==> src/rtl/prog_mem_arbiter_pkg.sv <==
// Shared types and constants for the program-memory arbiter: FSM states,
// port identifiers and the fetch length limit.
package prog_mem_arbiter_pkg;

  typedef enum logic [1:0] {
    ST_IDLE = 2'd0,
    ST_READ = 2'd1,
    ST_DONE = 2'd2
  } state_t;

  localparam logic PORT_FETCH = 1'b0;
  localparam logic PORT_MOVC  = 1'b1;

  localparam int MAX_FETCH_LEN = 3;

  // A fetch length of 0 is treated as a single byte.
  function automatic logic [1:0] eff_len(input logic [1:0] len);
    return (len == 2'd0) ? 2'd1 : len;
  endfunction

endpackage

==> src/rtl/prog_mem_rr_arb.sv <==
// Two-way round-robin grant between the fetch and MOVC ports, holding the
// last-granted port so that ties alternate.
module prog_mem_rr_arb
  import prog_mem_arbiter_pkg::*;
(
  input  logic clk,
  input  logic rst,
  input  logic en,
  input  logic f_req,
  input  logic m_req,
  output logic grant_valid,
  output logic grant_id
);

  logic last_grant;

  always_comb begin
    grant_valid = en & (f_req | m_req);
    grant_id    = PORT_FETCH;
    if (f_req && m_req) begin
      grant_id = (last_grant == PORT_MOVC) ? PORT_FETCH : PORT_MOVC;
    end else if (m_req) begin
      grant_id = PORT_MOVC;
    end
  end

  // Reset to MOVC so the first tie after reset goes to fetch.
  always_ff @(posedge clk) begin
    if (rst) begin
      last_grant <= PORT_MOVC;
    end else if (grant_valid) begin
      last_grant <= grant_id;
    end
  end

endmodule

==> src/rtl/prog_mem_arbiter.sv <==
// Arbitrates program-memory reads between the instruction fetch port
// (1..3 byte bursts) and the MOVC data port (single byte).
module prog_mem_arbiter
  import prog_mem_arbiter_pkg::*;
#(
  parameter int ADDRWIDTH = 8
) (
  input  logic                         clk,
  input  logic                         rst,
  input  logic                         f_req,
  input  logic [ADDRWIDTH-1:0]         f_addr,
  input  logic [1:0]                   f_len,
  output logic                         f_ack,
  output logic [8*MAX_FETCH_LEN-1:0]   f_data,
  input  logic                         m_req,
  input  logic [ADDRWIDTH-1:0]         m_addr,
  output logic                         m_ack,
  output logic [7:0]                   m_data,
  output logic                         mem_cs,
  output logic [ADDRWIDTH-1:0]         mem_addr,
  input  logic [7:0]                   mem_dout,
  output logic                         busy
);

  localparam logic [ADDRWIDTH-1:0] ADDR_ONE = {{(ADDRWIDTH-1){1'b0}}, 1'b1};

  state_t     state;
  logic       cur_port;
  logic [1:0] len_reg;
  logic [1:0] idx;
  logic       grant_valid;
  logic       grant_id;

  prog_mem_rr_arb u_arb (
    .clk         (clk),
    .rst         (rst),
    .en          (state == ST_IDLE),
    .f_req       (f_req),
    .m_req       (m_req),
    .grant_valid (grant_valid),
    .grant_id    (grant_id)
  );

  assign busy = (state != ST_IDLE);

  always_ff @(posedge clk) begin
    if (rst) begin
      state    <= ST_IDLE;
      mem_cs   <= 1'b1;
      mem_addr <= '0;
      f_ack    <= 1'b0;
      m_ack    <= 1'b0;
      f_data   <= '0;
      m_data   <= '0;
      cur_port <= PORT_FETCH;
      len_reg  <= 2'd1;
      idx      <= 2'd0;
    end else begin
      case (state)
        ST_IDLE: begin
          f_ack <= 1'b0;
          m_ack <= 1'b0;
          if (grant_valid) begin
            state    <= ST_READ;
            mem_cs   <= 1'b0;
            cur_port <= grant_id;
            idx      <= 2'd0;
            if (grant_id == PORT_FETCH) begin
              mem_addr <= f_addr;
              len_reg  <= eff_len(f_len);
              f_data   <= '0;
            end else begin
              mem_addr <= m_addr;
              len_reg  <= 2'd1;
            end
          end
        end
        ST_READ: begin
          // Memory drives mem_dout on the falling edge; capture it here.
          if (cur_port == PORT_FETCH) begin
            f_data[{idx, 3'b000} +: 8] <= mem_dout;
          end else begin
            m_data <= mem_dout;
          end
          if (idx == len_reg - 2'd1) begin
            state    <= ST_DONE;
            mem_cs   <= 1'b1;
            mem_addr <= '0;
            f_ack    <= (cur_port == PORT_FETCH);
            m_ack    <= (cur_port == PORT_MOVC);
          end else begin
            idx      <= idx + 2'd1;
            mem_addr <= mem_addr + ADDR_ONE;
          end
        end
        ST_DONE: begin
          f_ack <= 1'b0;
          m_ack <= 1'b0;
          state <= ST_IDLE;
        end
        default: begin
          state <= ST_IDLE;
        end
      endcase
    end
  end

endmodule

==> config.mk <==
export PLATFORM = sky130hd
export DESIGN_NAME = prog_mem_arbiter
export DESIGN_NICKNAME = d
export VERILOG_FILES = /design/src/rtl/prog_mem_arbiter_pkg.sv /design/src/rtl/prog_mem_rr_arb.sv /design/src/rtl/prog_mem_arbiter.sv
export SDC_FILE = /design/constraint.sdc
export NUM_CORES = 1
export LEC_CHECK = 0
export CAP_MARGIN = 20
export CORE_ASPECT_RATIO = 1.4
export CORE_MARGIN = 2
export CORE_UTILIZATION = 47
export DETAILED_ROUTE_END_ITERATION = 8
export PLACE_DENSITY = 0.87
export SLEW_MARGIN = 10
export SYNTH_ARGS = -nofsm -noshare
export SYNTH_HDL_FRONTEND = slang
export SYNTH_SLANG_ARGS = --single-unit
export TNS_END_PERCENT = 50
==> constraint.sdc <==
create_clock -name clk -period 2.65 [get_ports clk]
set_clock_uncertainty 0.2 [all_clocks]
set_input_delay 0.795 -clock clk [delete_from_list [all_inputs] [get_ports clk]]
set_output_delay 0.795 -clock clk [all_outputs]
set_load 0.01 [all_outputs]
; ---- Yosys cells after proc, flatten, opt, wreduce, memory -nomap -nowiden
; Cells that the tools add are included.
[word_totals]
ff_bits = 51
in_bits = 30
output_inout_bits = 44
elab_cells = 70
[op_classes]
addsub = 4
n_eq_ne = 8
shift = 2
muxes = 27
n_bitwise = 3
n_reduce_logical = 15
[op_table]
columns = operator, n
row1 = $mux 24, 3
row2 = $pmux 24 s2, 1
row3 = $bwmux 24, 1
row4 = $mux 8, 3
row5 = $shift 8x7->24 const A, 1
row6 = $shiftx 8x7->24, 1
row7 = $pmux 8 s2, 1
row8 = $mux 2, 6
row9 = $ne 2x2->1 const B, 5
row10 = $reduce_and 2->1, 5
row11 = $add 8x1->8 const B, 1
row12 = $pmux 2 s2, 2
row13 = $mux 1, 7
row14 = $neg 5->7, 1
row15 = $pmux 1 s2, 3
row16 = $reduce_and 3->1, 2
row17 = $reduce_bool 2->1, 3
row18 = $logic_not 2->1, 2
row19 = $reduce_and 4->1, 1
row20 = $add 2x1->2 const B, 1
row21 = $eq 2x1->1 const B, 1
row22 = $eq 2x2->1, 1
row23 = $eq 2x2->1 const B, 1
row24 = $reduce_or 2->1, 1
row25 = other kinds (5), 5

; ---- Longest topological paths before layout
[depth]
depth_word = 5
depth_mapped = 7
depth_no_buf = 6

; ---- Hierarchy
; A second synthesis with hierarchy kept.
[hier_totals]
hier_cells = 288
hier_area_um2 = 2434.8
[by_module_without_submodules]
columns = mod, n_inst, cells_each, area_each_um2, seq_area_each_um2
row1 = prog_mem_arbiter, 1, 282, 2377.3, 1001.0
row2 = prog_mem_rr_arb, 1, 6, 57.6, 20.0

; ---- Worst setup path before layout
; Ideal clock, no wire load.
[synth_timing]
path_kind = input to register
from = input port m_req
to = register mem_addr[5]
setup_ps = 122
t_arrival_ps = 1660
required_ps = 2328
setup_slack_ps = 668
path_stages = 5
path_buffers = 1
path_cell_list = a21boi_2 -> clkbuf_8 -> mux2i_1 -> a21oi_1 -> o32a_1
[synth_via]
elab_chain_cells = 5
elab_cells_between_ends = 10
cone_classes = eq/ne: 1 / mux: 5 / bitwise: 2 / reduce/logical: 2
[synth_rtl]
columns = element, line_no
row1 = from (decl), prog_mem_arbiter.sv:15  ; input logic m_req,
row2 = $mux 1 or $logic_and 1x1->1 (tied branches), "prog_mem_rr_arb.sv:22, prog_mem_rr_arb.sv:20"
row3 = $mux 1, prog_mem_rr_arb.sv:20  ; if (f_req && m_req) begin
row4 = $mux 8, prog_mem_arbiter.sv:68  ; if (grant_id == PORT_FETCH) begin
row5 = $mux 8, prog_mem_arbiter.sv:63  ; if (grant_valid) begin
row6 = $pmux 8 s2, prog_mem_arbiter.sv:59  ; case (state)
row7 = to (signal assigned), prog_mem_arbiter.sv:69  ; mem_addr <= f_addr;
row8 = to (signal assigned), prog_mem_arbiter.sv:73  ; mem_addr <= m_addr;
row9 = to (signal assigned), prog_mem_arbiter.sv:93  ; mem_addr <= mem_addr + ADDR_ONE;
row10 = to (decl), prog_mem_arbiter.sv:20  ; output logic [ADDRWIDTH-1:0] mem_addr,
; Parallel ways exist; a longest one is shown, timed or not. The select of a mux whose other input is x is not followed.
; A chain may end at the register's enable or synchronous reset.

; ---- Worst setup path in the final report
[layout_timing]
from = register state[0]
to = output port busy
[layout_via]
elab_chain_cells = 1
[layout_rtl]
columns = element, line_no
row1 = from (decl), prog_mem_arbiter.sv:27  ; state_t state;
row2 = from (signal assigned), prog_mem_arbiter.sv:48  ; state <= ST_IDLE;
row3 = from (signal assigned), prog_mem_arbiter.sv:64  ; state <= ST_READ;
row4 = from (signal assigned), prog_mem_arbiter.sv:86  ; state <= ST_DONE;
row5 = $reduce_bool 2->1, prog_mem_arbiter.sv:44  ; assign busy = (state != ST_IDLE);
row6 = to (decl), prog_mem_arbiter.sv:22  ; output logic busy
; Every way passes these cells.

==> flow_results.org <==
** Yosys
- The share of the Yosys chip area taken by registers is 0.411.
- The number of nets handed over by synthesis was 330.
- Of the post-synthesis cell area, the dominant cell type holds 0.411.
- Proportion of synthesized flip-flops having asynchronous set or reset :: 0
- After synthesis the cells add up to 2480 um^2.
- In this run, distinct cell masters in the synthesized netlist total 51.
- In this run, synthesis inferred 0 flip-flops with an integrated enable.
- Yosys attributes the largest share of cell area to dfxtp_1 41%, a21oi_1 9.3%, nand4_1 6.5%.
- Largest area contributor in the netlist :: dfxtp_1
- Ys Warns :: 0
- The commonest cells after synthesis are 51 x dfxtp_1, 46 x a21oi_1, 26 x nand4_1, 26 x o21ai_0.
- In this run, synthesis produced a sequential element count of 51.
- Each instance of the synthesized netlist takes up on average 8.42 um^2.
- In the synthesized netlist, the number of instances is 295.
- Most frequent cell after synthesis :: dfxtp_1
- Among all flip-flop cells after synthesis, the most frequent one is dfxtp_1.

** Final layout
- Utilization after layout :: 0.666
- Fraction of layout cells with a size suffix above 1 :: 0.0863
- Post-synthesis to final-layout area growth :: 37.3%
- Largest register FFs :: 24
- Biggest register :: f_data
- The repair_antennas step left the layout with diodes totalling 0.
- Fin nets :: 405
- In the final layout, the registers with the most flip-flops are f_data (24), m_data (8), mem_addr (8).

** Drt
- In the routed design, unresolved DRC markers number 0.
- The count of nets left with antenna violations once routing finished came out at 0.
- The first detailed-routing pass ran for 5 iterations.
- In this run, the number of DRC markers left after iteration 0 of detailed routing was 198.
- Detailed Route WL :: 7200 um
- In the final routed layout, each cell accounts on average for 16.5 um.
- Vias after detailed routing :: 2585
- After detailed routing, the number of vias per cell comes to 5.92.

** Floorplanning
- The floorplan has 31 rows.
- Overall die width :: 65.5 um
- The region available for standard cell placement spans 5120 um^2.
- Die Footprint :: 5890 um^2
- Effective utilization at floorplan :: 0.485
- Count of pins on the block boundary :: 74
- From bottom edge to top edge, the die measures 90.0 um.

** Setup path
- Critical Setup Path Class :: register to output port
- Arrival time at the worst endpoint :: 1.50 ns
- Setup crit end kind :: output port
- Of all nets on the critical path, the largest fanout is 5.
- Reg-to-Reg End :: f_data[8]
- Number of cells on the worst reg-to-reg path :: 6
- In this design, the stage delay of the slowest critical-path cell is 0.48 ns.
- In this run the register-to-register setup slack is 0.53 ns.
- STA puts the critical path data required time at 1.66 ns.
- Launch instance of the worst register-to-register path :: idx[1]
- Library cell contributing the largest single delay on the critical path :: clkdlybuf4s50_1
- STA classifies the critical path startpoint as a register.
- Cell Chain, Critical Path :: nor2_1, inv_1, clkdlybuf4s50_1

** Power
- For this design the static power due to leakage is 1.17 nW.
- Power after layout :: 1.83 mW
- For this design the ratio of total power to cell area is 537 nW/um^2.
- VDD sags by at most 0.000352 V.

** Clocking
- Number of buffers added for setup after CTS :: 0
- The tree is rooted in a clkbuf_8.
- Clk sinks :: 51
- Buffers inserted during clock tree synthesis total 5.
- Clock latency on the worst-skew pair, taken at its later pin, is 0.30 ns.
- H-tree depth :: 2
- Counting along the longest clock path gives a buffer depth of 2.
- Clock-pin slew reported for the worst setup and hold paths after clock tree synthesis :: 0.10 ns
- After clock tree synthesis, the flow added hold-fix buffers numbering 0.
- TritonCTS clock tree :: done

** STA
- Least-Margin Pin Slew :: 0.639 ns
- The final count of hold timing violations was 0.
- Of the available clock period, the critical path in the final layout requires 0.943.
- Unrepaired setup endpoints after global routing :: false
- Counting I/O delays and the setup requirement, the final critical path takes 2.50 ns.
- Headroom to the max-slew limit came out at 0.574.
- Setup violations remaining at the end of the flow were counted as 0.
- Hold is met by 0.262 ns.
- Across all setup checks in the final design, the least slack found is 0.151 ns.
- Max-slew violation count :: 0
- Timing would allow up to 400 MHz.

** Min path
- The worst hold path begins at m_data[1].
- Counting instances, the worst hold path has a depth of 2.
- In this run the worst hold path is classified as register to register.
- End point of the worst hold path :: m_data[1]

** Outcome
- Outcome :: finished clean

** Flow run
- Count of maximum capacitance violations :: 0

** Placement
- Before CTS, the worst setup slack after placement is -0.127 ns.
- Buffers added on ports :: 73
- Placer's final routability congestion estimate :: 0.867
- Final HPWL DP :: 5110 um

** Global route
- Global-route wire length before repair :: 12000 um
- Summed over all layers, the global routing overflow is 0.
- The number of global-route vias before repair is 2650.
- Overall fraction of global-route tracks in use :: 0.253
- Pin count of the biggest net entering global routing :: 43
- Initial antenna violation count :: 0
==> through the flow <==
| step | area, um^2 | instances | setup TNS, ns |
|---|---|---|---|
| 6_report | 3410 | 437 | 0 |
| 5_1_grt | 3410 | 437 | 0 |
| 4_1_cts | 3410 | 437 | 0 |
| 3_5_place_dp | 3310 | 429 | -1.89 |
| 3_3_place_gp | 3310 | 429 | -0.200 |
| 2_1_floorplan | 2480 | 295 | 0 |
==> power by group <==
part | switching [mW] | internal [mW]
clock | 0.274 | 0.214
sequential | 0.0441 | 0.810
combinational | 0.274 | 0.217
total | 0.592 | 1.24
==> metal layers <==
layer,wire length (um),GRT usage
met1,2840,0.296
met2,3610,0.429
met3,550,0.0663
met4,197,0.106
met5,0,0
==> kinds of logic (layout without fill, tap and decap cells) <==
family / after synthesis / after routing / synth area share
adder cells (fa/ha/maj): 5 / 5 / 0.0252
AO/OA/AOI/OAI: 101 / 101 / 0.240
XOR/XNOR: 3 / 3 / 0.0136
flip-flops: 51 / 51 / 0.411
buffers and inverters: 26 / 102 / 0.0509
multiplexers: 6 / 6 / 0.0262
AND/OR/NAND/NOR: 103 / 103 / 0.233
==> layout by cell type, fill, tap and decap left out, types with 2 or more instances in the layout <==
| master | n |
|---|---|
| xnor2_1 | 2 |
| o21bai_1 | 2 |
| a2111oi_0 | 2 |
| clkdlybuf4s50_1 | 73 |
| o211ai_1 | 3 |
| o32ai_1 | 2 |
| clkbuf_8 | 6 |
| o21ai_0 | 26 |
| nor2_1 | 19 |
| nand2_1 | 19 |
| a21oi_1 | 46 |
| dfxtp_1 | 51 |
| o32a_1 | 3 |
| nor2b_1 | 5 |
| nand3b_1 | 2 |
| nand2b_1 | 3 |
| and3_1 | 2 |
| ha_1 | 5 |
| a211oi_1 | 5 |
| inv_1 | 8 |
| buf_4 | 12 |
| nand4_1 | 26 |
| mux2i_1 | 5 |
| a21o_1 | 4 |
| nand3_1 | 13 |
| nand4b_1 | 2 |
==> critical path, delay by kind of cell, from the launching register on <==
kind / cells / cell delay, ns
DFF: 1 / 0.32
buffers and inverters: 2 / 0.55
and+or+nand+nor: 1 / 0.33
==> final cells by class <==
type	instances	area, um^2
Timing Repair Buffer	86	841
Multi-Input combinational cell	218	1340
Tap cell	66	82.6
Sequential cell	51	1020
Fill cell	437	1710
Clock inverter	2	16.3
Clock buffer	6	82.6
Inverter	8	30.0
==> timing repair <==
action,in CTS,in global routing
endpoints found under the setup margin,0,1
resized for setup,0,1
endpoints found under the hold margin,0,0
==> how the worst max path moves through the flow <==
stage	endpoint	cells after the start	slack, ns	from
5_1_grt	busy	3	0.05	state[0]
2_1_floorplan	mem_addr[5]	5	0.67	m_req
4_1_cts	busy	3	0.14	state[0]
6_report	busy	3	0.15	state[0]
3_5_place_dp	f_data[8]	5	-0.13	m_req
3_3_place_gp	f_data[19]	5	-0.03	m_req
Note: power is estimated with default switching activity, not from simulation.
